File: config.mk
export PLATFORM = sky130hd
export DESIGN_NAME = fetch_pc
export DESIGN_NICKNAME = d
export VERILOG_FILES = /design/src/rtl/fetch_pc.sv
export SDC_FILE = /design/constraint.sdc
export NUM_CORES = 1
export LEC_CHECK = 0
export ABC_AREA = 0
export CORE_ASPECT_RATIO = 0.6
export CORE_MARGIN = 2
export CORE_UTILIZATION = 42
export CTS_CLUSTER_SIZE = 25
export DETAILED_ROUTE_END_ITERATION = 10
export DONT_BUFFER_PORTS = 1
export PLACE_DENSITY_LB_ADDON = 0.2
export REMOVE_ABC_BUFFERS = 1
export SYNTH_ARGS = -nofsm -noshare
export SYNTH_HDL_FRONTEND = slang
export SYNTH_SLANG_ARGS = --single-unit
File: constraint.sdc
create_clock -name clk -period 2.65 [get_ports clk]
set_input_delay 0.3975 -clock clk [delete_from_list [all_inputs] [get_ports clk]]
set_output_delay 0.3975 -clock clk [all_outputs]
set_load 0.02 [all_outputs]
File: src/rtl/fetch_pc.sv
// Program counter and fetch sequencer: selects the next pc from increment, LUT target
// or the return stack, and tracks IDLE/RUN/HALTED with sticky stack-error flags.
module fetch_pc #(
  parameter int unsigned D           = 10,
  parameter int unsigned STACK_DEPTH = 4
) (
  input  logic         clk,
  input  logic         rst_n,
  input  logic         start,
  input  logic         stall,
  input  logic         halt_req,
  input  logic         jump_en,
  input  logic         branch_en,
  input  logic         branch_cond,
  input  logic         call_en,
  input  logic         ret_en,
  input  logic [D-1:0] target,
  output logic [D-1:0] pc,
  output logic         running,
  output logic         done,
  output logic         stk_ovf,
  output logic         stk_unf
);

  localparam int unsigned CW = $clog2(STACK_DEPTH + 1);
  localparam int unsigned IW = (STACK_DEPTH > 1) ? $clog2(STACK_DEPTH) : 1;

  typedef enum logic [1:0] {
    IDLE,
    RUN,
    HALTED
  } state_t;

  state_t         state, state_nxt;
  logic [D-1:0]   pc_nxt;
  logic [CW-1:0]  count, count_nxt;
  logic           ovf_nxt, unf_nxt;
  logic           push;
  logic [D-1:0]   stack [STACK_DEPTH];
  logic [IW-1:0]  push_idx, top_idx;
  logic [D-1:0]   pc_inc;

  assign pc_inc   = pc + D'(1);
  assign push_idx = IW'(count);
  assign top_idx  = IW'(count - CW'(1));

  always_ff @(posedge clk) begin
    if (!rst_n) begin
      state   <= IDLE;
      pc      <= '0;
      count   <= '0;
      stk_ovf <= 1'b0;
      stk_unf <= 1'b0;
    end else begin
      state   <= state_nxt;
      pc      <= pc_nxt;
      count   <= count_nxt;
      stk_ovf <= ovf_nxt;
      stk_unf <= unf_nxt;
    end
  end

  // Stack storage needs no reset: entries at or above count are never read.
  always_ff @(posedge clk) begin
    if (rst_n && push) begin
      stack[push_idx] <= pc_inc;
    end
  end

  always_comb begin
    state_nxt = state;
    pc_nxt    = pc;
    count_nxt = count;
    ovf_nxt   = stk_ovf;
    unf_nxt   = stk_unf;
    push      = 1'b0;
    unique case (state)
      IDLE, HALTED: begin
        if (start) begin
          state_nxt = RUN;
          pc_nxt    = '0;
          count_nxt = '0;
          ovf_nxt   = 1'b0;
          unf_nxt   = 1'b0;
        end
      end
      RUN: begin
        if (!stall) begin
          if (halt_req) begin
            state_nxt = HALTED;
          end else if (ret_en) begin
            if (count != '0) begin
              pc_nxt    = stack[top_idx];
              count_nxt = count - CW'(1);
            end else begin
              unf_nxt   = 1'b1;
              state_nxt = HALTED;
            end
          end else if (call_en) begin
            if (count != CW'(STACK_DEPTH)) begin
              push      = 1'b1;
              pc_nxt    = target;
              count_nxt = count + CW'(1);
            end else begin
              ovf_nxt   = 1'b1;
              state_nxt = HALTED;
            end
          end else if (jump_en || (branch_en && branch_cond)) begin
            pc_nxt = target;
          end else begin
            pc_nxt = pc_inc;
          end
        end
      end
      default: state_nxt = IDLE;
    endcase
  end

  always_comb begin
    running = (state == RUN);
    done    = (state == HALTED);
  end

endmodule

==> results summary, run 1 <==
The distinct cell type count after synthesis is 46. STA classifies the critical path endpoint as a flop. The later pin in the worst-skew pair is clocked with a latency of 0.32 ns. The fmax is 493 MHz. The critical path is of the flop to flop type. The completed layout was analyzed and its total power is 1.85 mW. The vertical die dimension came out at 65.9 um.

The share of cells above drive strength 1 is 0.161. The gate count of the mapped netlist is 197. The design internal power came out at 1.39 mW. The count of flip-flops with a built-in enable after synthesis is 40. From synthesis to final layout, the design area changed by 8.96%. The number of antenna repair diodes is 0. The sequential-to-total area share from yosys stat is 0.575.

The starting utilization of the core area is 0.437. The half-perimeter wire length after detailed placement is 4490 um. The total global-route track usage came out at 0.196.

Port buffering added 0 buffers. The worst hold path belongs to the class input port to flop. The final hold violation count came out at 0. The power density relative to cell area is 633 mW/mm^2. The count of TritonRoute iterations in the first routing pass came out at 4. The flow ran to the end, and the final reports show no timing, DRC or antenna violations.

The leakage power came out at 0.997 nW. The final setup violation count is 0. The post-route antenna net violation count is 0. The register share of total power came out at 0.544. In this run the worst path has a maximum fanout of 10.

The pin count of the biggest net entering global routing came out at 22. Gates resized during post-CTS repair numbered 0. The minimum clock period is 2.03 ns. After synthesis the netlist holds a flip-flop and latch count of 57.

The net switching power is 0.457 mW. The final worst-path setup slack is 0.623 ns. The clock tree skew after final layout came out at 0.00520 ns. The minimum setup slack after placement came out at 0.608 ns. TritonCTS built the clock tree. After floorplanning, the core was divided into 22 placement rows.

The total via count in the routed design is 1727. The wire length of the first global-routing pass is 9830 um. The total CTS buffers is 9. The deepest level of the CTS H-tree is 3. The fraction of power spent switching nets came out at 0.247. The number of filler cells placed in the layout is 547. The count of final max-slew check failures is 0. The area of the mapped netlist is 0.00268 mm^2.

The mean cell area of the mapped netlist is 13.6 um^2. The final net count came out at 232. Summed over all layers, the global routing overflow is 0. The area after detailed placement is 0.00277 mm^2. The detail-routed via count per cell came out at 5.85.

The cell sitting at the root of the clock tree is a sky130_fd_sc_hd__clkbuf_8. The transition at the pin with the smallest max-transition slack came out at 0.664 ns. In this run the count of I/O pins placed on the die edge is 34. The count of buffers added by post-CTS timing repair for setup came out at 0. For this run, the share of the core covered by cells in the final layout is 0.476. The region available for standard cell placement spans 0.00614 mm^2.

The worst-case vdd ir drop is 0.255 mV. The placer congestion estimate came out at 0.907. The width of the die came out at 107 um. The number of max-capacitance violations reported is 0. In the final timing run, aggregate negative setup slack is 0 ns.

The most used flip-flop cell after synthesis is sky130_fd_sc_hd__edfxtp_1. The data arrival at the endpoint of the critical path came out at 1.99 ns. The average wire length per cell after detail routing came out at 21.1 um. The violation count after the first detailed-routing iteration is 116. The tightest slew margin relative to the limit is 0.554. The ratio of final minimum period to clock period came out at 0.765. The Yosys step of the flow raised 0 warnings. The area of the die came out at 0.00706 mm^2. The overall routed net length is 6210 um. The number of cells after detailed placement is 279. After clock tree synthesis, the clock-pin slew on the worst setup and hold paths is 0.06 ns. The total number of clock tree sinks came out at 57. The DRC violation count after routing is 0.

The initial antenna violation count came out at 0. Leaving out fill and tap cells, the most frequent cell in the layout is sky130_fd_sc_hd__edfxtp_1. The share of synthesized flip-flops with an asynchronous set or reset is 0. STA classifies the critical path startpoint as a flop. The share of power burned in combinational logic came out at 0.107. The number of global-route vias before repair came to 1716.

The final standard cell count with taps included and fillers excluded is 295. Setup repair after global routing left no endpoint under its margin. Hold is met by 0.196 ns. The clock passes through at most 2 buffers.

The power share of the clock group came out at 0.350. In the layout the commonest cells are sky130_fd_sc_hd__edfxtp_1, sky130_fd_sc_hd__dfxtp_1, sky130_fd_sc_hd__o21ai_0. The required time reported for the critical path endpoint came out at 2.61 ns. The post-route cell area is 0.00292 mm^2.

Buffers inserted to repair hold after CTS numbered 0.
## cells in the mapped netlist, types with 2 or more instances
cell	n	area [um^2]
sky130_fd_sc_hd__buf_2	3	15.0
sky130_fd_sc_hd__and2_1	5	31.3
sky130_fd_sc_hd__a31oi_1	4	25.0
sky130_fd_sc_hd__edfxtp_1	40	1200
sky130_fd_sc_hd__xnor2_1	9	78.8
sky130_fd_sc_hd__and3_1	2	12.5
sky130_fd_sc_hd__o21bai_1	2	15.0
sky130_fd_sc_hd__a21oi_1	5	25.0
sky130_fd_sc_hd__o21ai_0	11	55.1
sky130_fd_sc_hd__nand2_1	10	37.5
sky130_fd_sc_hd__o21ai_1	4	20.0
sky130_fd_sc_hd__nand3_1	9	45.0
sky130_fd_sc_hd__o21a_1	4	30.0
sky130_fd_sc_hd__xor2_1	2	17.5
sky130_fd_sc_hd__inv_1	6	22.5
sky130_fd_sc_hd__a22o_1	5	43.8
sky130_fd_sc_hd__mux4_2	10	225
sky130_fd_sc_hd__nand4_1	3	18.8
sky130_fd_sc_hd__and4_1	2	17.5
sky130_fd_sc_hd__ha_1	6	75.1
sky130_fd_sc_hd__mux2i_1	5	50.1
sky130_fd_sc_hd__buf_6	2	22.5
sky130_fd_sc_hd__dfxtp_1	17	340
sky130_fd_sc_hd__nor2_1	9	33.8
## critical path: stages (launching register included)
cell	delay [ns]
sky130_fd_sc_hd__dfxtp_1	0.33
sky130_fd_sc_hd__nand2b_2	0.21
sky130_fd_sc_hd__nor2_1	0.34
sky130_fd_sc_hd__and4_1	0.30
sky130_fd_sc_hd__and2_1	0.48
## layout make-up
cell class                 count  area, um^2  area share
clock buffer                  15         146      0.0501
sequential                    57        1540       0.527
clock inverter                 1        3.75     0.00128
timing repair buffer           5        37.5      0.0128
tap                           84         105      0.0360
multi-input combinational    127        1070       0.365
inverter                       6        22.5     0.00771
## sequential cells by signal (all words and copies together), names as in the netlist
signal   cells
stk_unf      1
state        2
stk_ovf      1
pc          10
stack       40
count        3
## power by group through the flow
| stage | Combinational [mW] | Clock, mW | Sequential (mW) |
|---|---|---|---|
| CTS | 0.197 | 0.660 | 1.01 |
| detailed placement | 0.196 | 0 | 1.02 |
| floorplan | 0.141 | 0 | 1.02 |
| finish | 0.198 | 0.647 | 1.01 |
| global placement | 0.195 | 0 | 1.02 |
| global route | 0.217 | 0.705 | 1.01 |
## routing by layer
metal | track usage | share of wire | wire [um] | up-vias
li1 | - | - | - | 770
met1 | 0.294 | 0.47 | 2950 | 880
met2 | 0.271 | 0.43 | 2680 | 71
met3 | 0.0552 | 0.081 | 506 | 6
met4 | 0.0633 | 0.013 | 78 | 0
met5 | 0 | 0 | 0 | -
## cell families (layout without fill, tap and decap cells)
group                    after synthesis  count (layout)  share of synthesized area
AO/OA/AOI/OAI                         49              49                      0.140
XOR/XNOR                              11              11                     0.0359
adder cells (fa/ha/maj)                6               6                     0.0280
buffers and inverters                 13              27                     0.0280
flip-flops                            57              57                      0.575
multiplexers                          15              15                      0.103
AND/OR/NAND/NOR                       46              46                     0.0905
## worst paths after layout
check	startpoint	to	slack (ns)	cells after the start
min reg2reg	count[1]$_SDFFE_PN0P_	count[1]$_SDFFE_PN0P_	0.52	2
max reg2reg	state[1]$_SDFFE_PN0P_	stack[2][4]$_DFFE_PP_	0.62	4
max	state[1]$_SDFFE_PN0P_	stack[2][4]$_DFFE_PP_	0.62	4
min	rst_n	pc[8]$_SDFFE_PN0P_	0.20	2
Power figures use the tool's default switching activity.
==> run 2: changes to the inputs <==
- clock period: 2.65 -> 1.74 ns (I/O delays scaled with it)
==> results summary, run 2 (synthesized netlist as in run 1, its figures left out) <==
The half-perimeter wire length after detailed placement is 4350 um (-3.1%). The number of rows in the core area is 22 (unchanged). The placeable core region was 0.00614 mm^2 (unchanged). The tightest slew margin relative to the limit came out at 0.613 (+0.0583). The setup total negative slack is 0 ns (unchanged). The minimum setup slack among reg-to-reg paths was 0.06 ns (-0.56 ns). The number of primary I/O pins came out at 34 (unchanged).

The post-route antenna net violation count came out at 0 (unchanged). The largest registers in the layout are stack (40), pc (10), count (3). The layout overhead on the synthesized area is 21.1%. The power density relative to cell area is 965 mW/mm^2 (+52%).

STA classifies the critical path endpoint as a flop. The initial antenna violation count is 0 (unchanged). The placer congestion estimate came out at 0.825 (-9.0%). The number of filler cells placed in the layout was 497 (-9.1%). Clock tree synthesis selected as its root buffer the cell sky130_fd_sc_hd__clkbuf_8. The fraction of power spent switching nets is 0.238 (-0.00867). The final standard cell utilization of the core was 0.529 (+0.0532). The largest individual stage delay along the critical path comes from the cell sky130_fd_sc_hd__dfxtp_1. The starting utilization of the core area is 0.437 (unchanged). The final setup violation count was 0 (unchanged). The number of buffer and inverter instances along the worst setup path came to 1 (+1). The end point of the critical path is pc[3]$_SDFFE_PN0P_. The vertical die dimension came to 65.9 um (unchanged).

The number of global-route vias before repair came out at 1876 (+9.3%). The residual overflow from global routing is 0 (unchanged). The final worst-path setup slack was 0.0593 ns (-0.564 ns). The sum of internal, switching and leakage power came out at 3.14 mW (+69%). The width of the die came out at 107 um (unchanged). The clock tree skew after final layout came out at 0.00973 ns (+0.00453 ns). The net switching power is 0.748 mW (+64%). STA classifies the critical path startpoint as a flop.

The critical path goes through inv_1, ha_4, and3b_1, a31o_4, a21oi_4, nor2b_2, a22o_1. The min-delay analysis places its worst path in the category input port to flop. The count of TritonRoute iterations in the first routing pass is 4 (unchanged). The share of power burned in combinational logic is 0.124 (+0.017).

Broken down by cell family, the worst path's largest delay share belongs to compound AO/OA/AOI/OAI gates. TritonCTS built the clock tree. The total global-route track usage is 0.194 (-0.00196).

The overall routed net length came to 6220 um (+0.14%). The design internal power came out at 2.39 mW (+71%). The library cell used most frequently in the layout, excluding fill and tap cells, is sky130_fd_sc_hd__edfxtp_1.

The DRC violation count after routing is 0 (unchanged). The fmax came out at 595 MHz (+21%). The area of the die is 0.00706 mm^2 (unchanged). The number of antenna repair diodes is 0 (unchanged). The transition at the pin with the smallest max-transition slack came out at 0.579 ns (-0.0846 ns). The minimum clock period is 1.68 ns (-0.346 ns). The largest stage delay on the critical path was 0.33 ns (-0.15 ns). The top cell types in the final layout, fill and taps aside, are sky130_fd_sc_hd__edfxtp_1, sky130_fd_sc_hd__buf_4, sky130_fd_sc_hd__dfxtp_1. The ratio of final minimum period to clock period came to 0.966 (+0.201). The post-CTS clock slew at the launch and capture registers of the worst setup and hold paths came out at 0.07 ns (about the same).

The maximum buffer depth of the clock tree came out at 2 (unchanged). The run finished with clean final reports. The cell depth of the worst flop-to-flop path came out at 7 (+3).

The violation count after the first detailed-routing iteration was 93 (-20%). The deepest level of the CTS H-tree came out at 3 (unchanged). The area after detailed placement is 0.00302 mm^2 (+8.9%). The data arrival at the endpoint of the critical path came to 1.91 ns (-0.08 ns). The number of max-capacitance violations reported is 0 (unchanged). The insertion delay of the later-clocked pin in the worst-skew pair came out at 0.34 ns (+0.02 ns). The worst-case vdd ir drop came to 0.481 mV (+89%). The share of cells above drive strength 1 was 0.296 (+0.135).

The detail-routed via count per cell is 5.51 (-5.9%). The required time reported for the critical path endpoint came out at 1.97 ns (-0.64 ns). The total CTS buffers is 9 (unchanged). The post-route cell area came out at 0.00325 mm^2 (+11%). The wire length of the first global-routing pass is 9830 um (about the same). The average wire length per cell after detail routing is 19.2 um (-8.8%). The total number of clock tree sinks came to 57 (unchanged). The start-to-end type of the worst setup path is flop to flop. The worst register-to-register path ends at pc[3]$_SDFFE_PN0P_. The total area of multi-input combinational cells came out at 0.00108 mm^2 (+1.8%). Setup repair after global routing could not meet its margin everywhere.

The maximum fanout along the worst path is 5 (-5). The logic depth of the worst path, buffers included is 7 (+3). The number of flip-flops under the largest register name was 40 (unchanged). The final hold violation count came out at 0 (unchanged).

The minimum setup slack after placement was -0.0167 ns (-0.624 ns). The sequential cell area is 0.00154 mm^2 (about the same). In this run the critical register-to-register path is launched from count[0]$_SDFFE_PN0P_. The final net count is 261 (+13%). The leakage power is 1.19 nW (+19%). The power share of the clock group is 0.396 (+0.046). The most critical setup path has its startpoint at count[0]$_SDFFE_PN0P_. The register share of total power came out at 0.480 (-0.064). The pin count of the biggest net entering global routing was 22 (unchanged). The count of final max-slew check failures is 0 (unchanged). Counting flops per register, the top entry is stack. The number of port buffers came out at 0 (unchanged).

The total via count in the routed design is 1785 (+3.4%).
run 2: cell count changes in the layout (fill, tap and decap cells not counted), sizes merged:
cell / delta
bufinv: +1
clkbuf: -3
clkinv: +2
buf: +29
run 2: how the worst min path moves through the flow:
stage                     start                 end  slack (ns)  cells after the start
final                     rst_n  pc[8]$_SDFFE_PN0P_        0.03                      2
after global routing      rst_n  pc[8]$_SDFFE_PN0P_        0.02                      2
after CTS                 rst_n  pc[8]$_SDFFE_PN0P_       0.009                      2
after detailed placement  rst_n  pc[8]$_SDFFE_PN0P_        0.39                      2
after global placement    rst_n  pc[8]$_SDFFE_PN0P_        0.38                      2
after floorplan           rst_n  pc[8]$_SDFFE_PN0P_        0.37                      2
run 2: final cells by class:
type,instances,area share
repair buffers,34,0.0913
multi-input cells,127,0.334
clock buffers,12,0.0477
inverters,6,0.00693
clock inverters,4,0.0131
well taps,84,0.0323
flip-flops and latches,57,0.475
run 2: routing by layer:
metal	vias to the layer above	GRT usage	wire (um)
li1	827	-	-
met1	911	0.242	2900
met2	37	0.310	2930
met3	10	0.0749	280
met4	0	0.0682	110
met5	-	0	0
run 2: what timing repair did:
item	4_1_cts	5_1_grt
pin swaps	1	1
resized for setup	3	3
hold buffers	0	0
endpoints found under the hold margin	0	0
setup buffers	0	1
setup endpoints to repair	49	18
run 2: through the flow:
stage	hold slack, ns	cells
global placement	0.379	307
detailed placement	0.387	307
global route	0.0168	324
finish	0.0292	324
CTS	0.00934	323
floorplan	0.372	190
run 2: power groups by stage:
stage | clock network [mW] | logic, mW | registers [mW]
6_report | 1.24 | 0.389 | 1.50
5_1_grt | 1.33 | 0.420 | 1.51
4_1_cts | 1.28 | 0.378 | 1.50
3_5_place_dp | 0 | 0.369 | 1.53
3_3_place_gp | 0 | 0.361 | 1.53
2_1_floorplan | 0 | 0.215 | 1.56
==> run 3: changes to the inputs <==
- ABC_AREA: 0 -> 1
- GPL_ROUTABILITY_DRIVEN: unset -> 0
- SKIP_CTS_REPAIR_TIMING: unset -> 1
==> results summary, run 3 <==
In the synthesized netlist the dominant register cell turns out to be sky130_fd_sc_hd__edfxtp_1. The area of the mapped netlist came out at 0.00294 mm^2 (+9.6%). The residual overflow from global routing is 0 (unchanged). The transition at the pin with the smallest max-transition slack came to 0.369 ns (-0.210 ns).

The share of the synthesized area in the top cell type is 0.409 (-0.0391). The post-CTS clock slew at the launch and capture registers of the worst setup and hold paths came out at 0.05 ns (-0.02 ns). The layout overhead on the synthesized area is 19.1%. The largest stage delay on the critical path came out at 0.34 ns (about the same). The worst setup path is of the flop to flop kind. The initial antenna violation count came out at 0 (unchanged). The width of the die came out at 112 um (+4.5%). The DRC violation count after routing is 0 (unchanged). The area of the die is 0.00770 mm^2 (+9.1%). The worst-case vdd ir drop is 0.888 mV (+85%).

The half-perimeter wire length after detailed placement came out at 5510 um (+27%). The commonest cells after synthesis are sky130_fd_sc_hd__nand2_1, sky130_fd_sc_hd__inv_1, sky130_fd_sc_hd__nor2_1. The number of port buffers came out at 0 (unchanged).

The final net count is 419 (+61%). The violation count after the first detailed-routing iteration is 177 (+90%). The clock tree skew after final layout came to 0.00522 ns (-0.00450 ns). The most common cell after layout, fill and taps aside is sky130_fd_sc_hd__nand2_1. The number of max-capacitance violations reported was 0 (unchanged). The detail-routed via count per cell is 5.01 (-9.1%). The register with the most flip-flops in the final layout is stack. The synthesized design spends more area on one cell type than any other, namely sky130_fd_sc_hd__edfxtp_1. The fmax came out at 612 MHz (+2.9%). The flow ran to the end, and the final reports show no timing, DRC or antenna violations. In this run the worst hold path is classified as input port to flop. The post-route antenna net violation count was 0 (unchanged). The overall routed net length came out at 7470 um (+20%). The total number of clock tree sinks is 57 (unchanged). The net switching power is 1.02 mW (+36%). The starting utilization of the core area came to 0.436 (-0.000561).

The slowest cell on the critical path is sky130_fd_sc_hd__dfxtp_1. The design internal power came out at 2.79 mW (+17%). The clock root buffer is sky130_fd_sc_hd__clkbuf_16.

The minimum clock period was 1.63 ns (-0.0479 ns). The number of cells after detailed placement was 469 (+53%). The share of synthesized flip-flops with an asynchronous set or reset came out at 0 (unchanged). The number of warnings issued by yosys is 0 (unchanged). The maximum buffer depth of the clock tree is 2 (unchanged). The sequential-to-total area share from yosys stat is 0.524 (-0.0501). The tightest slew margin relative to the limit was 0.753 (+0.140). The fraction of power spent switching nets came out at 0.268 (+0.0296). The insertion delay of the later-clocked pin in the worst-skew pair is 0.33 ns (about the same). The power share of the clock group was 0.451 (+0.055). The worst hold slack came out at 0.0581 ns (+0.0289 ns). The number of primary I/O pins is 34 (unchanged). The number of global-route vias before repair was 2188 (+17%). By area the synthesized netlist is led by sky130_fd_sc_hd__edfxtp_1, sky130_fd_sc_hd__nand2_1, sky130_fd_sc_hd__dfxtp_1. The setup total negative slack is 0 ns (unchanged). The distinct cell type count after synthesis came out at 24 (-48%). The total global-route track usage came to 0.212 (+0.0182). The average wire length per cell after detail routing came to 15.4 um (-20%). The leakage power is 1.52 nW (+28%).

Traced cell by cell, the critical path runs through inv_1, ha_1, nand2_1, nand2_1, inv_1, nand3_2, nor2_2, buf_6. The ratio of final minimum period to clock period is 0.938 (-0.0275). The number of flip-flops under the largest register name is 40 (unchanged). The required time reported for the critical path endpoint came out at 1.77 ns (-0.20 ns). The most common cell in the synthesized netlist is sky130_fd_sc_hd__nand2_1. The count of flip-flops with a built-in enable after synthesis was 40 (unchanged).

The mean cell area of the mapped netlist is 7.96 um^2 (-42%). The pin count of the biggest net entering global routing came out at 24 (+9.1%). The gate count of the mapped netlist came out at 369 (+87%). TritonCTS built the clock tree.

The number of rows in the core area is 23 (+4.5%). The wire length of the first global-routing pass is 11800 um (+20%). The total CTS buffers came to 9 (unchanged). The placeable core region came out at 0.00673 mm^2 (+9.7%). The library cells used most frequently in the layout, excluding fill and tap cells, are sky130_fd_sc_hd__nand2_1, sky130_fd_sc_hd__inv_1, sky130_fd_sc_hd__edfxtp_1.

The data arrival at the endpoint of the critical path came out at 1.67 ns (-0.24 ns). The final standard cell count with taps included and fillers excluded is 485 (+50%). The worst setup path is launched from a flop.

The count of final max-slew check failures came out at 0 (unchanged). The vertical die dimension came out at 68.8 um (+4.4%). The total via count in the routed design was 2428 (+36%). The power density relative to cell area was 1090 mW/mm^2 (+13%).

The element type at the critical path end is a flop. The register bit total from synthesis was 57 (unchanged). The share of cells above drive strength 1 is 0.136 (-0.160).

The final setup violation count came to 0 (unchanged). The deepest level of the CTS H-tree is 3 (unchanged). The register share of total power came out at 0.410 (-0.070). The count of TritonRoute iterations in the first routing pass came out at 5 (+1). The largest registers in the layout are stack (40), pc (10), count (3).

The maximum fanout along the worst path is 10 (+5). The minimum setup slack among reg-to-reg paths is 0.11 ns (+0.05 ns). The share of power burned in combinational logic is 0.139 (+0.015).

The final hold violation count came to 0 (unchanged). The number of antenna repair diodes came to 0 (unchanged).
run 3: changes by cell type after synthesis, moves of 10 or more:
cell and delta:
sky130_fd_sc_hd__nand2_1 +118, sky130_fd_sc_hd__inv_1 +37, sky130_fd_sc_hd__nor2_1 +33, sky130_fd_sc_hd__nand3_1 +29, sky130_fd_sc_hd__a21oi_1 +16, sky130_fd_sc_hd__mux4_2 -10
run 3: cells by family (layout without fill, tap and decap cells):
logic type	Yosys count	after routing	synth area share
flip-flops	57	57	0.524
AO/OA/AOI/OAI	32	32	0.0613
buffers and inverters	57	86	0.0796
XOR/XNOR	2	2	0.00596
AND/OR/NAND/NOR	215	215	0.303
adder cells (fa/ha/maj)	6	6	0.0255
run 3: cell type report:
| type | instances | area, um^2 |
|---|---|---|
| Inverter | 46 | 176 |
| Clock buffer | 9 | 225 |
| Timing Repair Buffer | 24 | 199 |
| Fill cell | 641 | 3230 |
| Tap cell | 87 | 109 |
| Sequential cell | 57 | 1540 |
| Multi-Input combinational cell | 255 | 1180 |
| Clock inverter | 7 | 70.1 |
run 3: metal layers:
metal | up-vias | track usage | part of all wire
met1 | 1102 | 0.306 | 0.50
li1 | 1235 | - | -
met4 | 0 | 0.0625 | 0.010
met3 | 8 | 0.0699 | 0.080
met2 | 83 | 0.305 | 0.41
met5 | - | 0 | 0
run 3: through the flow:
| step | instance area, um^2 | power [mW] | setup WS [ns] | util |
|---|---|---|---|---|
| 6_report | 3500 | 3.81 | 0.107 | 0.520 |
| 5_1_grt | 3500 | 3.98 | -0.00811 | 0.520 |
| 4_1_cts | 3460 | 3.82 | 0.0932 | 0.514 |
| 3_5_place_dp | 3170 | 2.11 | 0.116 | 0.470 |
| 3_3_place_gp | 3170 | 2.11 | 0.175 | 0.470 |
| 2_1_floorplan | 2880 | 1.92 | -0.797 | - |
run 3: power by group through the flow:
| stage | clock [mW] | sequential (mW) | combinational [mW] |
|---|---|---|---|
| global route | 1.82 | 1.57 | 0.600 |
| global placement | 0 | 1.59 | 0.520 |
| floorplan | 0 | 1.61 | 0.310 |
| detailed placement | 0 | 1.59 | 0.520 |
| CTS | 1.74 | 1.56 | 0.523 |
| finish | 1.72 | 1.56 | 0.531 |
run 3: worst max-delay path, delay by kind of cell (launching register included):
kind,cells,cell delay [ns]
fa+ha+maj,1,0.22
buf+inv,3,0.30
flops,1,0.34
simple gates,4,0.48
run 3: path summary, 6_finish.rpt:
check	from	endpoint	cells past startpoint
max	count[0]$_SDFFE_PN0P_	stack[1][4]$_DFFE_PP_	8
min	rst_n	state[1]$_SDFFE_PN0P_	2
max reg2reg	count[0]$_SDFFE_PN0P_	stack[1][4]$_DFFE_PP_	8
min reg2reg	stk_ovf$_SDFFE_PN0P_	stk_ovf$_SDFFE_PN0P_	2
